## src/rtl/spi_cfg_arbiter.sv

```systemverilog
// Two-requester register-write arbiter that serialises each write as a 6-byte
// SPI frame (sync, addr, data LSB first) and checks the slave's address echo.
module spi_cfg_arbiter #(
  parameter logic [7:0] SYNC_BYTE      = 8'h5A,
  parameter int         GAP_CYCLES     = 4,
  parameter int         TIMEOUT_CYCLES = 65535
) (
  input  logic        clk,
  input  logic        rstn,
  input  logic        rq0_valid,
  output logic        rq0_ready,
  input  logic [7:0]  rq0_addr,
  input  logic [31:0] rq0_data,
  input  logic        rq1_valid,
  output logic        rq1_ready,
  input  logic [7:0]  rq1_addr,
  input  logic [31:0] rq1_data,
  output logic        m_ready,
  output logic [7:0]  m_tx_data,
  input  logic        m_valid,
  input  logic [7:0]  m_rx_data,
  output logic        busy,
  output logic        done,
  output logic        done_id,
  output logic        echo_err,
  output logic        timeout
);

  typedef enum logic [1:0] {IDLE, SEND, GAP} state_e;

  localparam logic [19:0] TMO_LAST = 20'(TIMEOUT_CYCLES - 1);
  localparam logic [7:0]  GAP_LAST = 8'(GAP_CYCLES - 1);

  state_e      state_q, state_d;
  logic        last_q, last_d;
  logic        rdy0_q, rdy0_d, rdy1_q, rdy1_d;
  logic        owner_q, owner_d;
  logic [2:0]  idx_q, idx_d;
  logic        pause_q, pause_d;
  logic [19:0] tmr_q, tmr_d;
  logic [7:0]  gap_q, gap_d;
  logic        err_q, err_d;
  logic        done_q, done_d;
  logic        done_id_q, done_id_d;
  logic        echo_err_q, echo_err_d;
  logic        timeout_q, timeout_d;
  logic [7:0]  addr_q;
  logic [31:0] data_q;
  logic        take0, take1, load, echo_bad;
  logic [7:0]  tx_byte;

  // The ready pulse is registered, so the handshake lands one cycle after arbitration.
  assign take0    = rdy0_q && rq0_valid;
  assign take1    = rdy1_q && rq1_valid;
  assign load     = (state_q == IDLE) && (take0 || take1);
  assign echo_bad = (idx_q == 3'd2) && (m_rx_data != addr_q);

  always_ff @(posedge clk) begin
    if (!rstn) begin
      state_q    <= IDLE;
      last_q     <= 1'b1;
      rdy0_q     <= 1'b0;
      rdy1_q     <= 1'b0;
      owner_q    <= 1'b0;
      idx_q      <= 3'd0;
      pause_q    <= 1'b0;
      tmr_q      <= 20'd0;
      gap_q      <= 8'd0;
      err_q      <= 1'b0;
      done_q     <= 1'b0;
      done_id_q  <= 1'b0;
      echo_err_q <= 1'b0;
      timeout_q  <= 1'b0;
    end else begin
      state_q    <= state_d;
      last_q     <= last_d;
      rdy0_q     <= rdy0_d;
      rdy1_q     <= rdy1_d;
      owner_q    <= owner_d;
      idx_q      <= idx_d;
      pause_q    <= pause_d;
      tmr_q      <= tmr_d;
      gap_q      <= gap_d;
      err_q      <= err_d;
      done_q     <= done_d;
      done_id_q  <= done_id_d;
      echo_err_q <= echo_err_d;
      timeout_q  <= timeout_d;
    end
  end

  always_ff @(posedge clk) begin
    if (load) begin
      addr_q <= take1 ? rq1_addr : rq0_addr;
      data_q <= take1 ? rq1_data : rq0_data;
    end
  end

  always_comb begin
    state_d    = state_q;
    last_d     = last_q;
    rdy0_d     = 1'b0;
    rdy1_d     = 1'b0;
    owner_d    = owner_q;
    idx_d      = idx_q;
    pause_d    = pause_q;
    tmr_d      = tmr_q;
    gap_d      = gap_q;
    err_d      = err_q;
    done_d     = 1'b0;
    done_id_d  = 1'b0;
    echo_err_d = 1'b0;
    timeout_d  = 1'b0;
    case (state_q)
      IDLE: begin
        if (rdy0_q || rdy1_q) begin
          if (load) begin
            state_d = SEND;
            owner_d = take1;
            last_d  = take1;
            idx_d   = 3'd0;
            pause_d = 1'b0;
            tmr_d   = 20'd0;
            err_d   = 1'b0;
          end
        end else begin
          rdy0_d = rq0_valid && (!rq1_valid || last_q);
          rdy1_d = rq1_valid && (!rq0_valid || !last_q);
        end
      end
      SEND: begin
        if (pause_q) begin
          pause_d = 1'b0;
          idx_d   = idx_q + 3'd1;
          tmr_d   = 20'd0;
        end else if (m_valid) begin
          err_d = err_q || echo_bad;
          if (idx_q == 3'd5) begin
            done_d     = 1'b1;
            done_id_d  = owner_q;
            echo_err_d = err_q || echo_bad;
            state_d    = GAP;
            gap_d      = 8'd0;
          end else begin
            pause_d = 1'b1;
          end
        end else if (tmr_q == TMO_LAST) begin
          // Abort: the rest of the frame is dropped and the echo result is discarded.
          done_d    = 1'b1;
          done_id_d = owner_q;
          timeout_d = 1'b1;
          state_d   = GAP;
          gap_d     = 8'd0;
          tmr_d     = 20'd0;
        end else begin
          tmr_d = tmr_q + 20'd1;
        end
      end
      GAP: begin
        if (gap_q == GAP_LAST) state_d = IDLE;
        else                   gap_d   = gap_q + 8'd1;
      end
      default: state_d = IDLE;
    endcase
  end

  always_comb begin
    case (idx_q)
      3'd1:    tx_byte = addr_q;
      3'd2:    tx_byte = data_q[7:0];
      3'd3:    tx_byte = data_q[15:8];
      3'd4:    tx_byte = data_q[23:16];
      3'd5:    tx_byte = data_q[31:24];
      default: tx_byte = SYNC_BYTE;
    endcase
  end

  always_comb begin
    m_ready   = (state_q == SEND) && !pause_q;
    m_tx_data = m_ready ? tx_byte : 8'h00;
    rq0_ready = rdy0_q;
    rq1_ready = rdy1_q;
    busy      = (state_q != IDLE);
    done      = done_q;
    done_id   = done_id_q;
    echo_err  = echo_err_q;
    timeout   = timeout_q;
  end

endmodule

```

## config.mk

```make
export PLATFORM = sky130hd
export DESIGN_NAME = spi_cfg_arbiter
export DESIGN_NICKNAME = d
export VERILOG_FILES = /design/src/rtl/spi_cfg_arbiter.sv
export SDC_FILE = /design/constraint.sdc
export NUM_CORES = 1
export LEC_CHECK = 0
export ABC_AREA = 1
export CAP_MARGIN = 20
export CORE_MARGIN = 4
export CORE_UTILIZATION = 35
export CTS_CLUSTER_SIZE = 24
export DETAILED_ROUTE_END_ITERATION = 12
export HOLD_SLACK_MARGIN = 0.12
export MAX_ROUTING_LAYER = met4
export PLACE_DENSITY_LB_ADDON = 0.3
export SYNTH_ARGS = -nofsm -noshare
export SYNTH_HDL_FRONTEND = slang
export SYNTH_SLANG_ARGS = --single-unit
```

## constraint.sdc

```tcl
create_clock -name clk -period 2.3 [get_ports clk]
set_clock_uncertainty 0.05 [all_clocks]
set_input_delay 0.23 -clock clk [delete_from_list [all_inputs] [get_ports clk]]
set_output_delay 0.23 -clock clk [all_outputs]
set_load 0.05 [all_outputs]
```

==> flow_metrics.env, run 1 <==
export IMPL_grt_busiest_layer="met2"
export IMPL_cp_cell_sequence="inv_2 > ha_1 > inv_1 > nor2_1 > buf_4 > nor4_2 > buf_4 > a211oi_2 > nor2_2 > buf_12"
export IMPL_hp_class="flop to flop"
export IMPL_r2r_end="tmr_q[6]"
export IMPL_utilization=0.505
export IMPL_synth_area_um2=4400
export IMPL_peakVddDrop_uv=414
export IMPL_combPwrFrac=0.228
export IMPL_start_kind="flop"
export IMPL_drc=0
export IMPL_crit_arrival_ns=2.00
export IMPL_design_area_um2=6150
export IMPL_placed_area_um2=5790
export IMPL_critPathCaptureType="output pin"
export IMPL_initial_core_util=0.362
export IMPL_drv_cap=0
export IMPL_root_buffer="clkbuf_16"
export IMPL_p_leak_nw=2.52
export IMPL_r2r_slack_ns=0.53
export IMPL_instances_no_fill=866
export IMPL_grt_max_degree=41
export IMPL_fp_row_count=40
export IMPL_synth_edff_count=40
export IMPL_period_minus_slack_ns=2.28
export IMPL_timing_rr_start="state_q[0]"
export IMPL_core_area_um2=12200
export IMPL_p_seq_frac=0.416
export IMPL_worstPathMaxFanout=4
export IMPL_htree_num_levels=3
export IMPL_clock_sinks=83
export IMPL_gp_congestion=0.890
export IMPL_maxSlewHeadroom=0.637
export IMPL_syn_area_per_cell_um2=7.61
export IMPL_die_x_um=120
export IMPL_fin_crit_sh=0.990
export IMPL_slowest_stage="dfxtp_2"
export IMPL_via_count=3980
export IMPL_timing_critical_path_mode_cell="buf_4"
export IMPL_setup_slack_ns=0.0231
export IMPL_layout_drive_gt1_share=0.100
export IMPL_antenna_found_initial=0
export IMPL_cp_required_ns=2.02
export IMPL_whs_ns=0.378
export IMPL_cts_made_buffers=9
export IMPL_diodes=0
export IMPL_use_met2=0.265
export IMPL_grt_pass1_wl_um=18700
export IMPL_clock_path_buffers=2
export IMPL_cts_tree="done"
export IMPL_dpl_cell_count=848
export IMPL_setup_violations_final=0
export IMPL_synth_seq_cells=83
export IMPL_ys_async_sr_fraction=0
export IMPL_grt_use_total=0.164
export IMPL_viasPerCell=4.60
export IMPL_tightest_slew_ns=0.544
export IMPL_grtUsageMet3=0.0386
export IMPL_yosysUniqueCellTypes=41
export IMPL_reg2regPathDepth=10
export IMPL_dieArea_um2=14400
export IMPL_hold_path_endpoint="done_id"
export IMPL_worst_setup_path_type="flop to output pin"
export IMPL_finalHoldViolCount=0
export IMPL_power_switching_mw=1.17
export IMPL_cp_slowest_stage_delay_ns=0.35
export IMPL_grt_ovfl_total=0
export IMPL_maxSlewViolCount=0
export IMPL_first_pass_iters=4
export IMPL_first_global_vias=4059
export IMPL_rsz0062_at_grt="true"
export IMPL_wl_per_cell_um=12.6
export IMPL_hold_buffers=0
export IMPL_drtIter0Drc=232
export IMPL_die_height_um=120
export IMPL_yosysSeqAreaShare=0.469
export IMPL_power_density_nw_per_um2=662
export IMPL_portBuffers=108
export IMPL_layout_nets=794
export IMPL_hold_depth=2
export IMPL_clk_latency_ns=0.33
export IMPL_clk_pin_slew_ns=0.06
export IMPL_preCtsSetupSlack_ns=0.186
export IMPL_ant_nets=0
export IMPL_syn_nets=679
export IMPL_ys_warn_count=0
export IMPL_syn2layout_area_growth_pct=39.8
export IMPL_p_int_mw=2.90
export IMPL_fmax_ghz=0.439
export IMPL_grt_use_met1=0.202
export IMPL_routed_wl_um=10900
export IMPL_dp_hpwl_um=8340
export IMPL_status="complete, no violations"
export IMPL_pin_count=109
export IMPL_switching_share=0.288
export IMPL_power_share_clock=0.356
export IMPL_min_from="owner_q"
export IMPL_synth_flop_cell="dfxtp_1"
export IMPL_syn_inst=578
## kinds of logic after synthesis
kind of cell	synth area share
xor gates and xnor gates	0.0239
DFF	0.469
adders and majority gates	0.0228
and+or+nand+nor	0.352
AOI/OAI and AO/OA	0.0646
buffers and inverters	0.0674
## final cells by class
class | count | area [um^2]
multi-input combinational | 421 | 2070
fill | 1165 | 6010
tap | 168 | 210
sequential | 83 | 2060
timing repair buffer | 117 | 1260
clock inverter | 7 | 76.3
clock buffer | 9 | 225
inverter | 61 | 238
## cell usage after synthesis (3+ instances only)
library cell	instances	area share
inv_1	57	0.049
nand3_1	30	0.034
a211oi_1	4	0.0068
dfxtp_1	43	0.20
edfxtp_1	40	0.27
a221oi_1	3	0.0060
nand4_1	6	0.0085
nor2_4	3	0.0077
nor3_1	6	0.0068
xnor2_1	7	0.014
clkbuf_1	10	0.0085
a31oi_1	3	0.0043
xor2_1	5	0.010
o21ai_0	11	0.013
a21oi_1	17	0.019
ha_1	8	0.023
nand2_1	229	0.20
nor2_1	58	0.050
nand2_4	3	0.0077
## metal layers
layer  vias up  share of wire
met5         -              0
met4         0          0.015
met3        14          0.058
met2       107           0.47
met1      1778           0.46
li1       2081              -
## worst max-delay path: cells and delay by family (launching register included)
family	cells	cell delay [ns]
buffers and inverters	5	0.62
and+or+nand+nor	3	0.45
DFF	1	0.35
adders and majority gates	1	0.20
AOI/OAI and AO/OA	1	0.06
## sequential cells by signal, indices dropped and copies added (netlist names)
signal     cells
last_q         1
err_q          1
state_q        2
pause_q        1
tmr_q         20
rq1_ready      1
done           1
timeout        1
data_q        32
echo_err       1
rq0_ready      1
done_id        1
addr_q         8
gap_q          8
idx_q          3
owner_q        1
## metrics by stage
stage                     TNS [ns]  total power, mW
after floorplan                  0             2.24
after global placement           0             2.61
after detailed placement         0             2.62
after CTS                        0             4.10
after global routing        -0.308             4.27
final                            0             4.07
## power by group through the flow
stage,Sequential (mW),Clock (mW),Combinational (mW)
6_report,1.69,1.45,0.927
5_1_grt,1.70,1.55,1.02
4_1_cts,1.69,1.48,0.929
3_5_place_dp,1.72,0,0.896
3_3_place_gp,1.72,0,0.883
2_1_floorplan,1.72,0,0.519
## timing repair
action                                  CTS  global route
setup buffers                             1             1
pin swaps                                 2             2
endpoints found under the setup margin    8             8
gates resized for setup                   7             4
## worst max path at each step
stage | startpoint | depth (start not counted) | to
after floorplan | idx_q[0] | 6 | m_tx_data[7]
after global placement | idx_q[1] | 7 | m_tx_data[2]
after detailed placement | idx_q[1] | 9 | m_tx_data[4]
after CTS | idx_q[1] | 8 | m_tx_data[7]
after global routing | idx_q[0] | 10 | m_tx_data[4]
final | idx_q[0] | 10 | m_tx_data[4]
## cell usage in the layout (no fill, tap or decap), types with 8 or more instances in the layout
cell | netlist | final
inv_1 | 57 | 54
buf_12 | 0 | 11
dfxtp_1 | 43 | 42
clkbuf_16 | 0 | 9
nand2_1 | 229 | 229
clkdlybuf4s50_1 | 0 | 99
nor2_1 | 58 | 54
ha_1 | 8 | 8
o21ai_0 | 11 | 11
a21oi_1 | 17 | 17
nand3_1 | 30 | 30
edfxtp_1 | 40 | 40
Note: power is estimated with default switching activity, not from simulation.
==> run 2: changes to the inputs <==
Settings changed: CTS_BUF_LIST set to sky130_fd_sc_hd__clkbuf_8 sky130_fd_sc_hd__clkbuf_16, PLACE_DENSITY set to 0.63, PLACE_DENSITY_LB_ADDON 0.3 to not set.
==> flow_metrics.env, run 2 (synthesis results as in run 1) <==
export IMPL_status="complete, no violations"
export IMPL_mostFrequentLayoutCells="nand2_1 (227), clkdlybuf4s50_1 (99), inv_1 (55)"
export IMPL_htree_num_levels=3
export IMPL_critPathCaptureType="output pin"
export IMPL_dp_hpwl_um=8500
export IMPL_placed_area_um2=5800
export IMPL_instances_no_fill=867
export IMPL_setup_violations_final=0
export IMPL_seq_area_um2=2070
export IMPL_period_minus_slack_ns=2.22
export IMPL_grtUsageMet3=0.0386
export IMPL_worst_setup_path_type="flop to output pin"
export IMPL_worstPathMaxFanout=8
export IMPL_wl_per_cell_um=12.8
export IMPL_peakVddDrop_uv=358
export IMPL_grt_use_met1=0.207
export IMPL_clock_path_buffers=2
export IMPL_clk_pin_slew_ns=0.06
export IMPL_grt_busiest_layer="met2"
export IMPL_p_leak_nw=2.54
export IMPL_hp_class="flop to flop"
export IMPL_fin_crit_sh=0.966
export IMPL_start_kind="flop"
export IMPL_p_total_mw=4.13
export IMPL_top_register="data_q"
export IMPL_design_area_um2=6220
export IMPL_syn2layout_area_growth_pct=41.6
export IMPL_use_met2=0.267
export IMPL_portBuffers=108
export IMPL_clock_sinks=83
export IMPL_largest_register_ffs=32
export IMPL_final_common_cell="nand2_1"
export IMPL_grt_pass1_wl_um=18300
export IMPL_dpl_cell_count=848
export IMPL_gp_congestion=0.875
export IMPL_die_x_um=120
export IMPL_diodes=0
export IMPL_drc=0
export IMPL_routed_wl_um=11100
export IMPL_clk_latency_ns=0.33
export IMPL_cp_required_ns=2.02
export IMPL_first_global_vias=3832
export IMPL_drv_cap=0
export IMPL_initial_core_util=0.362
export IMPL_root_buffer="clkbuf_16"
export IMPL_pin_count=109
export IMPL_hold_depth=2
export IMPL_viasPerCell=4.54
export IMPL_maxSlewViolCount=0
export IMPL_fmax_ghz=0.450
export IMPL_grt_ovfl_total=0
export IMPL_grt_use_total=0.163
export IMPL_cts_tree="done"
export IMPL_dieArea_um2=14400
export IMPL_antenna_found_initial=0
export IMPL_maxSlewHeadroom=0.660
export IMPL_cts_made_buffers=9
export IMPL_core_area_um2=12200
export IMPL_fp_row_count=40
export IMPL_layout_drive_gt1_share=0.113
export IMPL_die_height_um=120
export IMPL_power_density_nw_per_um2=663
export IMPL_via_count=3936
export IMPL_tns_ns=0
export IMPL_reg2regPathDepth=10
export IMPL_crit_arrival_ns=1.94
export IMPL_nFillCells=1167
export IMPL_ant_nets=0
export IMPL_finalHoldViolCount=0
export IMPL_top_regs="data_q: 32 flops, tmr_q: 20 flops"
export IMPL_drtIter0Drc=214
export IMPL_first_pass_iters=4
export IMPL_multi_input_area_um2=2120
export IMPL_layout_nets=795
export IMPL_grt_max_degree=41
export IMPL_tightest_slew_ns=0.510
run 2: cell count changes in the layout (fill, tap and decap cells not counted), sizes merged:
| cell | previous run | this run |
|---|---|---|
| bufinv | 1 | 2 |
| clkinv | 3 | 5 |
| clkinvlp | 2 | 3 |
| inv | 62 | 59 |
run 2: repair_timing:
action                                  in CTS  in global routing
endpoints found under the setup margin       8                  8
gates resized for setup                     10                 15
hold buffers                                 0                  0
pin swaps                                    1                  3
buffers inserted                             0                  2
cloned                                       0                  1
run 2: power by group:
part | total [mW] | switching (mW) | leakage [nW] | internal (mW)
logic | 0.933 | 0.528 | 1.67 | 0.405
registers | 1.69 | 0.0459 | 0.714 | 1.65
clock network | 1.50 | 0.564 | 0.152 | 0.937
run 2: final cells by class:
type / count / area share
clock inverter: 7 / 0.0135
timing repair inverter: 1 / 0.000804
tap: 168 / 0.0338
clock buffer: 9 / 0.0362
multi-input combinational: 421 / 0.341
sequential: 83 / 0.332
inverter: 61 / 0.0390
timing repair buffer: 117 / 0.204
run 2: metal layers:
metal | wire [um] | vias up
met5 | 0 | -
met4 | 78 | 0
met3 | 562 | 6
met2 | 5410 | 111
met1 | 5090 | 1740
li1 | - | 2079
run 2: critical path, cell delays in order (launching register included):
cell      delay [ns]
dfxtp_2         0.33
inv_1           0.09
ha_2            0.25
nand2_1         0.08
inv_2           0.17
nand2_1         0.09
nand3_1         0.11
a221oi_1        0.06
nor2_1          0.23
buf_12          0.18
run 2: metrics by stage:
| stage | hold slack, ns | util | worst slack (ns) |
|---|---|---|---|
| after floorplan | 0.259 | - | 0.115 |
| after global placement | 0.370 | 0.477 | 0.225 |
| after detailed placement | 0.370 | 0.477 | 0.174 |
| after CTS | 0.381 | 0.505 | -0.0203 |
| after global routing | 0.394 | 0.512 | -0.00523 |
| final | 0.378 | 0.512 | 0.0785 |
run 2: final timing paths:
path                  endpoint  startpoint  slack (ns)
setup reg to reg      tmr_q[6]  state_q[0]        0.52
hold / removal         done_id     owner_q        0.38
hold reg to reg        done_id     owner_q        0.38
setup / recovery  m_tx_data[5]    idx_q[1]        0.08
